## config.mk

```make
export PLATFORM = sky130hd
export DESIGN_NAME = vend_dispense_ctrl
export DESIGN_NICKNAME = d
export VERILOG_FILES = /design/src/rtl/vend_pkg.sv /design/src/rtl/vend_evt_fifo.sv /design/src/rtl/vend_dispense_ctrl.sv
export SDC_FILE = /design/constraint.sdc
export NUM_CORES = 1
export LEC_CHECK = 0
export CAP_MARGIN = 20
export CORE_MARGIN = 3
export CORE_UTILIZATION = 40
export DETAILED_ROUTE_END_ITERATION = 7
export DONT_BUFFER_PORTS = 1
export PLACE_DENSITY = 0.58
export SLEW_MARGIN = 25
export SYNTH_ARGS = -nofsm -noshare
export SYNTH_HDL_FRONTEND = slang
export SYNTH_SLANG_ARGS = --single-unit
export TNS_END_PERCENT = 20
```

## constraint.sdc

```tcl
create_clock -name clk -period 2.8 [get_ports clk]
set_input_delay 0.28 -clock clk [delete_from_list [all_inputs] [get_ports clk]]
set_output_delay 0.28 -clock clk [all_outputs]
set_load 0.1 [all_outputs]
```

## src/rtl/vend_pkg.sv

```systemverilog
// Shared types for the vend dispense controller: change codes, FSM state encoding
// and the 3-bit queued event record {vend, change}.
package vend_pkg;

  localparam logic [1:0] CHG_NONE = 2'b00;
  localparam logic [1:0] CHG_5    = 2'b01;
  localparam logic [1:0] CHG_10   = 2'b10;

  localparam logic [2:0] ST_IDLE     = 3'd0;
  localparam logic [2:0] ST_VEND     = 3'd1;
  localparam logic [2:0] ST_CHANGE   = 3'd2;
  localparam logic [2:0] ST_CHG_WAIT = 3'd3;
  localparam logic [2:0] ST_FAULT    = 3'd4;

  typedef enum logic [2:0] {
    S_IDLE     = ST_IDLE,
    S_VEND     = ST_VEND,
    S_CHANGE   = ST_CHANGE,
    S_CHG_WAIT = ST_CHG_WAIT,
    S_FAULT    = ST_FAULT
  } state_e;

  localparam int EVT_W = 3;

  typedef struct packed {
    logic       vend;
    logic [1:0] chg;
  } evt_t;

  // The illegal code 2'b11 behaves exactly like "no change".
  function automatic logic [1:0] norm_chg(input logic [1:0] c);
    return (c == 2'b11) ? CHG_NONE : c;
  endfunction

  function automatic logic [1:0] chg_coins(input logic [1:0] c);
    case (c)
      CHG_5:   return 2'd1;
      CHG_10:  return 2'd2;
      default: return 2'd0;
    endcase
  endfunction

endpackage

```

## src/rtl/vend_evt_fifo.sv

```systemverilog
// Small event queue: DEPTH x W entries, read/write pointers plus an exact
// occupancy count. Push is ignored when full, pop is ignored when empty.
module vend_evt_fifo #(
  parameter int DEPTH = 4,
  parameter int W     = 3
) (
  input  logic                           clk,
  input  logic                           rst,
  input  logic                           push_i,
  input  logic [W-1:0]                   din_i,
  input  logic                           pop_i,
  output logic [W-1:0]                   dout_o,
  output logic                           full_o,
  output logic                           empty_o,
  output logic [$clog2(DEPTH+1)-1:0]     count_o
);

  localparam int PW = $clog2(DEPTH);
  localparam int CW = $clog2(DEPTH + 1);

  logic [W-1:0]  mem_q [DEPTH];
  logic [PW-1:0] wr_q, wr_d, rd_q, rd_d;
  logic [CW-1:0] cnt_q, cnt_d;
  logic          do_push, do_pop;

  assign do_push = push_i && !full_o;
  assign do_pop  = pop_i && !empty_o;

  always_comb begin
    wr_d  = wr_q;
    rd_d  = rd_q;
    cnt_d = cnt_q;
    if (do_push) wr_d = wr_q + PW'(1);
    if (do_pop)  rd_d = rd_q + PW'(1);
    case ({do_push, do_pop})
      2'b10:   cnt_d = cnt_q + CW'(1);
      2'b01:   cnt_d = cnt_q - CW'(1);
      default: cnt_d = cnt_q;
    endcase
  end

  always_ff @(posedge clk) begin
    if (rst) begin
      wr_q  <= '0;
      rd_q  <= '0;
      cnt_q <= '0;
    end else begin
      wr_q  <= wr_d;
      rd_q  <= rd_d;
      cnt_q <= cnt_d;
    end
  end

  // Storage carries no reset; occupancy alone says which entries are live.
  always_ff @(posedge clk) begin
    if (do_push) mem_q[wr_q] <= din_i;
  end

  assign dout_o  = mem_q[rd_q];
  assign full_o  = (cnt_q == CW'(DEPTH));
  assign empty_o = (cnt_q == '0);
  assign count_o = cnt_q;

endmodule

```

## src/rtl/vend_dispense_ctrl.sv

```systemverilog
// Dispense sequencer: pops queued vend events and runs the product motor and the
// 5rs coin hopper through their handshakes, latching a sticky fault on timeout.
module vend_dispense_ctrl
  import vend_pkg::*;
#(
  parameter int QDEPTH         = 4,
  parameter int MOTOR_TIMEOUT  = 32,
  parameter int HOPPER_TIMEOUT = 16
) (
  input  logic                          clk,
  input  logic                          rst,
  input  logic                          ev_valid,
  output logic                          ev_ready,
  input  logic                          ev_vend,
  input  logic [1:0]                    ev_change,
  output logic                          motor_on,
  input  logic                          motor_done,
  output logic                          coin_eject,
  input  logic                          coin_ack,
  output logic                          busy,
  output logic                          fault,
  output logic [$clog2(QDEPTH+1)-1:0]   q_count
);

  localparam int MAX_TO = (MOTOR_TIMEOUT > HOPPER_TIMEOUT) ? MOTOR_TIMEOUT : HOPPER_TIMEOUT;
  localparam int TMR_W  = (MAX_TO > 1) ? $clog2(MAX_TO) : 1;

  state_e             state_q;
  logic               motor_on_q, coin_eject_q, fault_q;
  logic [TMR_W-1:0]   timer_q;
  logic [1:0]         coins_left_q;

  evt_t               in_evt, head_evt;
  logic [EVT_W-1:0]   head_raw;
  logic               store, pop, f_full, f_empty;

  // Events that would do nothing are acknowledged upstream but never queued.
  assign in_evt   = {ev_vend, norm_chg(ev_change)};
  assign store    = ev_valid && ev_ready && (in_evt.vend || (in_evt.chg != CHG_NONE));
  assign pop      = (state_q == S_IDLE) && !f_empty;
  assign head_evt = evt_t'(head_raw);

  vend_evt_fifo #(
    .DEPTH (QDEPTH),
    .W     (EVT_W)
  ) u_fifo (
    .clk     (clk),
    .rst     (rst),
    .push_i  (store),
    .din_i   (in_evt),
    .pop_i   (pop),
    .dout_o  (head_raw),
    .full_o  (f_full),
    .empty_o (f_empty),
    .count_o (q_count)
  );

  always_ff @(posedge clk) begin
    if (rst) begin
      state_q      <= S_IDLE;
      motor_on_q   <= 1'b0;
      coin_eject_q <= 1'b0;
      fault_q      <= 1'b0;
      timer_q      <= '0;
      coins_left_q <= '0;
    end else begin
      case (state_q)
        S_IDLE: begin
          if (!f_empty) begin
            coins_left_q <= chg_coins(head_evt.chg);
            timer_q      <= '0;
            if (head_evt.vend) begin
              state_q    <= S_VEND;
              motor_on_q <= 1'b1;
            end else begin
              state_q      <= S_CHANGE;
              coin_eject_q <= 1'b1;
            end
          end
        end
        S_VEND: begin
          if (motor_done) begin
            motor_on_q <= 1'b0;
            if (coins_left_q != 2'd0) begin
              state_q      <= S_CHANGE;
              coin_eject_q <= 1'b1;
            end else begin
              state_q <= S_IDLE;
            end
          end else if (timer_q == TMR_W'(MOTOR_TIMEOUT - 1)) begin
            state_q    <= S_FAULT;
            motor_on_q <= 1'b0;
            fault_q    <= 1'b1;
          end else begin
            timer_q <= timer_q + TMR_W'(1);
          end
        end
        S_CHANGE: begin
          coin_eject_q <= 1'b0;
          timer_q      <= '0;
          state_q      <= S_CHG_WAIT;
        end
        // An ack arriving during the eject cycle itself lands in CHANGE and is dropped.
        S_CHG_WAIT: begin
          if (coin_ack) begin
            coins_left_q <= coins_left_q - 2'd1;
            if (coins_left_q == 2'd1) begin
              state_q <= S_IDLE;
            end else begin
              state_q      <= S_CHANGE;
              coin_eject_q <= 1'b1;
            end
          end else if (timer_q == TMR_W'(HOPPER_TIMEOUT - 1)) begin
            state_q <= S_FAULT;
            fault_q <= 1'b1;
          end else begin
            timer_q <= timer_q + TMR_W'(1);
          end
        end
        S_FAULT: begin
          motor_on_q   <= 1'b0;
          coin_eject_q <= 1'b0;
          fault_q      <= 1'b1;
        end
        default: state_q <= S_IDLE;
      endcase
    end
  end

  assign motor_on   = motor_on_q;
  assign coin_eject = coin_eject_q;
  assign fault      = fault_q;
  assign ev_ready   = !f_full && !fault_q;
  assign busy       = (state_q != S_IDLE) || !f_empty;

endmodule

```

# Word level (Yosys, flattened, before mapping)
# Memory sizes are Yosys's and may differ from the RTL's. A register that Yosys moved wholly into a read port is not among the register bits.
# Index checks and enable logic that the tools add are counted.
[classes]
addsub = 6
mul = 0
n_div = 0
magnitude_cmp = 0
eq_ne = 28
shifts = 0
muxes = 42
bitwise = 1
reduce_logical = 29
[ops]
columns = ["operator", "n"]
rows = [
  ["!= test 2 bit, second input constant", 13],
  ["2-to-1 mux 5 bit", 5],
  ["one-hot mux 5 bit (4 select lines)", 1],
  ["2-to-1 mux 1 bit", 16],
  ["2-to-1 mux 2 bit", 8],
  ["2-to-1 mux 3 bit", 5],
  ["one-hot mux 3 bit (5 select lines)", 1],
  ["nonzero test 3 bit", 3],
  ["one-hot mux 2 bit (2 select lines)", 2],
  ["AND reduction 4 bit", 2],
  ["nonzero test 2 bit", 4],
  ["nonzero test 4 bit", 2],
  ["AND reduction 7 bit", 1],
  ["equality test 2 x 1 -> 1 bit, second input constant", 3],
  ["equality test 2 bit, second input constant", 3],
  ["equality test 3 x 2 -> 1 bit, second input constant", 2],
  ["equality test 3 bit, second input constant", 2],
  ["logical AND 1 bit", 6],
  ["zero test 3 bit", 2],
  ["!= test 3 bit, second input constant", 2],
  ["one-hot mux 1 bit (3 select lines)", 2],
  ["one-hot mux 3 bit (2 select lines)", 1],
  ["AND reduction 6 bit", 1],
  ["adder 5 x 1 -> 5 bit, second input constant", 1],
  ["14 further kinds", 18],
]
[word_totals]
register_bits = 20
latchBits = 0
mem_bits_rw = 12
romBits = 0
inputBits = 8
output_inout_bits = 8
wordCells = 116
memories = 1
[mem_list]
columns = ["name", "words", "width", "rd", "rd_clocked_by_memory_dff", "wr", "line_no", "source"]
rows = [
  ["u_fifo.mem_q", 4, 3, 1, 1, 1, "vend_evt_fifo.sv:21", "logic [W-1:0] mem_q [DEPTH];"],
]

# Logic depth before layout (Yosys ltp)
# Gate-level depths: netlist of run 1.
[depth]
word_depth = 8
depth_mapped = 11
ltp_nobuf = 11

# Modules after synthesis
# Synthesis of run 1 repeated with hierarchy kept, for this count alone.
[hier_totals]
hier_cells = 183
area_unflattened_um2 = 1851.8
[by_module_without_submodules]
columns = ["mod", "n_inst", "cells_each", "area_each_um2", "seq_area_each_um2"]
rows = [
  ["vend_dispense_ctrl", 1, 114, 938.4, 260.2],
  ["vend_evt_fifo", 1, 69, 913.4, 540.5],
]

# Least setup slack after synthesis of run 1
# OpenSTA, ideal clock, no wires.
[synth_path]
path_type = "flip-flop to output port"
startpoint = "reg u_fifo.cnt_q[0] (netlist: u_fifo.count_o[0])"
endpoint = "out ev_ready"
arrival_time_ns = 2.773
required_time_ns = 2.520
path_slack_ns = -0.253
stages_incl_launch_ff = 3
path_buffers = 0
cell_sequence = "dfxtp_1 -> nor2_1 -> a21oi_1"
[synth_via]
elab_chain_len = 3
[synth_rtl]
columns = ["element", "line_no", "source"]
rows = [
  ["start, declared", "vend_evt_fifo.sv:23", "logic [CW-1:0] cnt_q, cnt_d;"],
  ["start signal, assigned", "vend_evt_fifo.sv:50", "cnt_q <= cnt_d;"],
  ["equality test 3 bit", "vend_evt_fifo.sv:60", "assign full_o = (cnt_q == CW'(DEPTH));"],
  ["zero test 1 bit", "vend_dispense_ctrl.sv:133", "assign ev_ready = !f_full && !fault_q;"],
  ["logical AND 1 bit", "vend_dispense_ctrl.sv:133", ""],
  ["end, declared", "vend_dispense_ctrl.sv:13", "output logic ev_ready,"],
]
# No other way between the ends.

# Final worst setup path of run 1
[layout_path]
startpoint = "reg state_q[0]"
endpoint = "reg u_fifo.cnt_q[2] (netlist: u_fifo.count_o[2])"
[layout_via]
elab_chain_len = 5
word_cells_on_any_way = 7
cone_classes = "eq/ne (2); mux (1); reduce/logical (4)"
[layout_rtl]
columns = ["element", "line_no", "source"]
rows = [
  ["start, declared", "vend_dispense_ctrl.sv:28", "state_e state_q;"],
  ["start signal, assigned", "vend_dispense_ctrl.sv:60", "state_q <= S_IDLE;"],
  ["start signal, assigned", "vend_dispense_ctrl.sv:73", "state_q <= S_VEND;"],
  ["start signal, assigned", "vend_dispense_ctrl.sv:76", "state_q <= S_CHANGE;"],
  ["zero test 3 bit (*)", "vend_dispense_ctrl.sv:40", "assign pop = (state_q == S_IDLE) && !f_empty;"],
  ["logical AND 1 bit (*)", "vend_dispense_ctrl.sv:40", ""],
  ["logical AND 1 bit (*)", "vend_evt_fifo.sv:27", "assign do_pop = pop_i && !empty_o;"],
  ["equality test 2 x 1 -> 1 bit or equality test 2 bit (tied branches)", "vend_evt_fifo.sv:35", "case ({do_push, do_pop})"],
  ["one-hot mux 3 bit (2 select lines) or nonzero test 2 bit (tied branches)", "n/a", ""],
]
# Every way passes the cells marked *; elsewhere a longest branch is shown, timed or not.
# A chain may end at the register's enable or synchronous reset.

==> flow_summary.toml, run 1 <==
[routing]
wl_per_cell_microns = 15.1
dr.pass1.iters = 4
via_count = 1346
wl_microns = 3660
routed.top_layer = "met4"
dr_wl_met2_microns = 1680
m1WireLength_microns = 1720
drc = 0
met3_length_microns = 201
drt-initial-drc-count = 66
antenna_left = 0
vias_per_cell = 5.54

[die]
start_util_pct = 41.9
core_sq_um = 4410
fp.dieH_microns = 74.0
rows = 24
die_w_microns = 74.0
die-area_sq_um = 5480
io_pins = 16

[yosys]
syn_inst = 182
yosys_warnings = 0
synthAdderAreaFrac_pct = 9.20
synth_xor_area_share_pct = 2.37
synth.distinct_cells = 49
post-synth-top-area-fraction_pct = 23.8
syn_nets = 203
yosysMostFrequentCell = "dfxtp_1"
synthMuxAreaShare_pct = 5.75
synth_edf_count = 12
syn_area_per_cell_sq_um = 10.2
synthArstFlopShare_pct = 0
synthesis.area_sq_um = 1850
ys_ff_latch = 34
synth_compound_area_share_pct = 16.0
synth_top_family_by_area = "simple AND/OR/NAND/NOR gates"
ys.flop_type = "dfxtp_1"
synthSimpleGateAreaFrac_pct = 17.2
yosysTopAreaCell = "dfxtp_1"
ys_seq_area_share_pct = 43.3
synthTopCellsByArea = "dfxtp_1 (24%), edfxtp_1 (19%), ha_1 (8.1%)"
synthTopCellsByCount = "dfxtp_1 (22), nor2_1 (17), inv_1 (16), a21oi_1 (13)"

[sta]
fin_crit_ps = 2410
fin_crit_sh_pct = 86.2
setup_tns_ps = 0
fmax_mhz = 414
rsz0062_at_grt = "no"
fin_skew_ps = 4.83
finalMaxSlewViolations = 0
tightest_slew_ps = 986
hold_violations = 0
finalSetupViolations = 0
relSlewSlack_pct = 34.2

[worst_setup_path]
cp_top_family = "simple AND/OR/NAND/NOR gates"
crit_path_max_incr_delay_ps = 460
cp_cell_sequence = "nor3_1, and2_1, ha_1, inv_1, fa_1, xor2_1, or3_1, a21oi_1"
worst_setup_path_start_kind = "register"
path_buf_inv = 1
path_class = "reg -> reg"
cp_max_fo = 18
cp.required_ps = 3020
cp.arrival_ps = 2640
endpoint_kind = "register"
worst_path_max_delay_cell = "dfxtp_1"

[clock_tree]
hold_buffers = 0
cts_sinks = 34
cts-buffers-inserted = 5
clk_latency_ps = 290
clockBufferDepth = 2
post_cts_buffers = 0
cts-root-buf = "clkbuf_8"
h-tree-depth = 2
cts_resized = 0
cts_tree = "yes"
path_clk_slew_ps = 70

[global_route]
grt.overflow.total = 0
grt_pass1_wl_microns = 6050
antenna_found_initial = 0
grtUsageTotal_pct = 14.8
first_global_vias = 1337
grt_max_degree = 24

[placement]
numPortBuffers = 0
post-dp-hpwl_microns = 2720
gp_congestion = 0.813

[power_and_ir_drop]
ir_drop_v = 0.000935
leakagePower_nw = 0.781
p_clk_share_pct = 24.0
p_per_area_nw_per_um2 = 1100
p_sw_share_pct = 43.5
combinationalPowerShare_pct = 44.4
net-switching-power_mw = 0.992
seqPwrFrac_pct = 31.7
internal_power_mw = 1.29

[final_layout]
drive_above_1_share_pct = 13.6
nFillCells = 418
seq_area_sq_um = 801
syn_to_final_growth_pct = 12.2
multi_input_area_sq_um = 938
final_nets = 211
post-route-util_pct = 47.1
diodes = 0

[flow_run]
drv_cap = 0

[run_status]
status = "complete, no violations"

[worst_hold_path]
min_path_type = "in -> reg"
==> logic make-up (layout without fill, tap and decap cells) <==
family                     after synthesis  in the layout
adders and majority gates               13             13
xor gates and xnor gates                 5              5
DFF                                     34             34
AOI/OAI and AO/OA                       40             40
buffers and inverters                   25             34
muxes                                    6              6
and+or+nand+nor                         59             59
==> per-stage QoR <==
stage               area, sq um  std cells  hold slack [ps]  power [mW]  setup WS (ps)
CTS                        2080        243             42.8        2.30            367
global route               2080        243             33.5        2.43            140
global placement           1940        235              350        1.71            486
floorplan                  1850        182              379        1.57          -35.3
finish                     2080        243             51.4        2.28            385
detailed placement         1940        235              352        1.74            396
==> per-layer routing <==
layer	global-route usage (%)	up-vias
met4	6.24	0
met2	22.6	26
met3	5.95	6
met1	18.6	650
li1	-	664
met5	0	-
==> power by group through the flow <==
stage / Clock, mW / Combinational (mW) / Sequential, mW
global placement: 0 / 0.983 / 0.726
global route: 0.587 / 1.11 / 0.738
floorplan: 0 / 0.727 / 0.840
detailed placement: 0 / 1.01 / 0.733
finish: 0.546 / 1.01 / 0.722
CTS: 0.560 / 1.01 / 0.722
==> registers in the layout, indices dropped and copies added, names as in the netlist, named ones only <==
name / flops
coins_left_q: 2
u_fifo.mem_q: 12
u_fifo.count_o: 3
u_fifo.wr_q: 2
u_fifo.rd_q: 2
fault: 1
motor_on: 1
state_q: 3
coin_eject: 1
timer_q: 5
==> layout make-up <==
cell class | count | share of cell area (%)
Multi-Input combinational cell | 123 | 45.2
Tap cell | 52 | 3.13
Inverter | 16 | 2.89
Clock buffer | 5 | 3.31
Clock inverter | 3 | 3.31
Timing Repair Buffer | 10 | 3.61
Sequential cell | 34 | 38.6
==> worst paths after layout <==
check,start,end,slack (ps),depth (start not counted)
setup / recovery,state_q[0],u_fifo.count_o[2],390,8
hold / removal,rst,timer_q[4],50,1
setup reg to reg,state_q[0],u_fifo.count_o[2],390,8
hold reg to reg,timer_q[4],timer_q[4],500,2
==> cell usage in the layout (no fill, tap or decap), types with 2 or more instances in the layout <==
cell / netlist / layout
dfxtp_1: 22 / 22
a31oi_1: 2 / 2
clkbuf_8: 0 / 5
ha_1: 12 / 12
xor2_1: 3 / 3
nand3b_1: 3 / 3
nor2_1: 17 / 17
nand2b_1: 5 / 5
and2_1: 5 / 5
nor3b_1: 2 / 2
nand3_1: 3 / 3
o2111ai_1: 2 / 2
buf_4: 2 / 10
nand2_1: 6 / 6
nor2b_1: 4 / 4
edfxtp_1: 12 / 12
a21oi_1: 13 / 12
xnor2_1: 2 / 2
and3_1: 3 / 3
bufinv_16: 0 / 2
mux4_1: 2 / 2
inv_1: 16 / 16
nor3_1: 4 / 4
mux2i_1: 2 / 2
a211oi_1: 3 / 3
o21ai_0: 7 / 7
or3_1: 3 / 3
Power figures use the tool's default switching activity.
==> run 2, diff against run 1 <==
--- a/config.mk
+++ b/config.mk
@@ -8,6 +8,7 @@
 export CAP_MARGIN = 20
 export CORE_MARGIN = 3
 export CORE_UTILIZATION = 40
+export CTS_CLUSTER_SIZE = 8
 export DETAILED_ROUTE_END_ITERATION = 7
 export DONT_BUFFER_PORTS = 1
 export PLACE_DENSITY = 0.58
==> results of run 2 <==
Same layout as run 1: the final DEF is identical, and so are final timing and power.
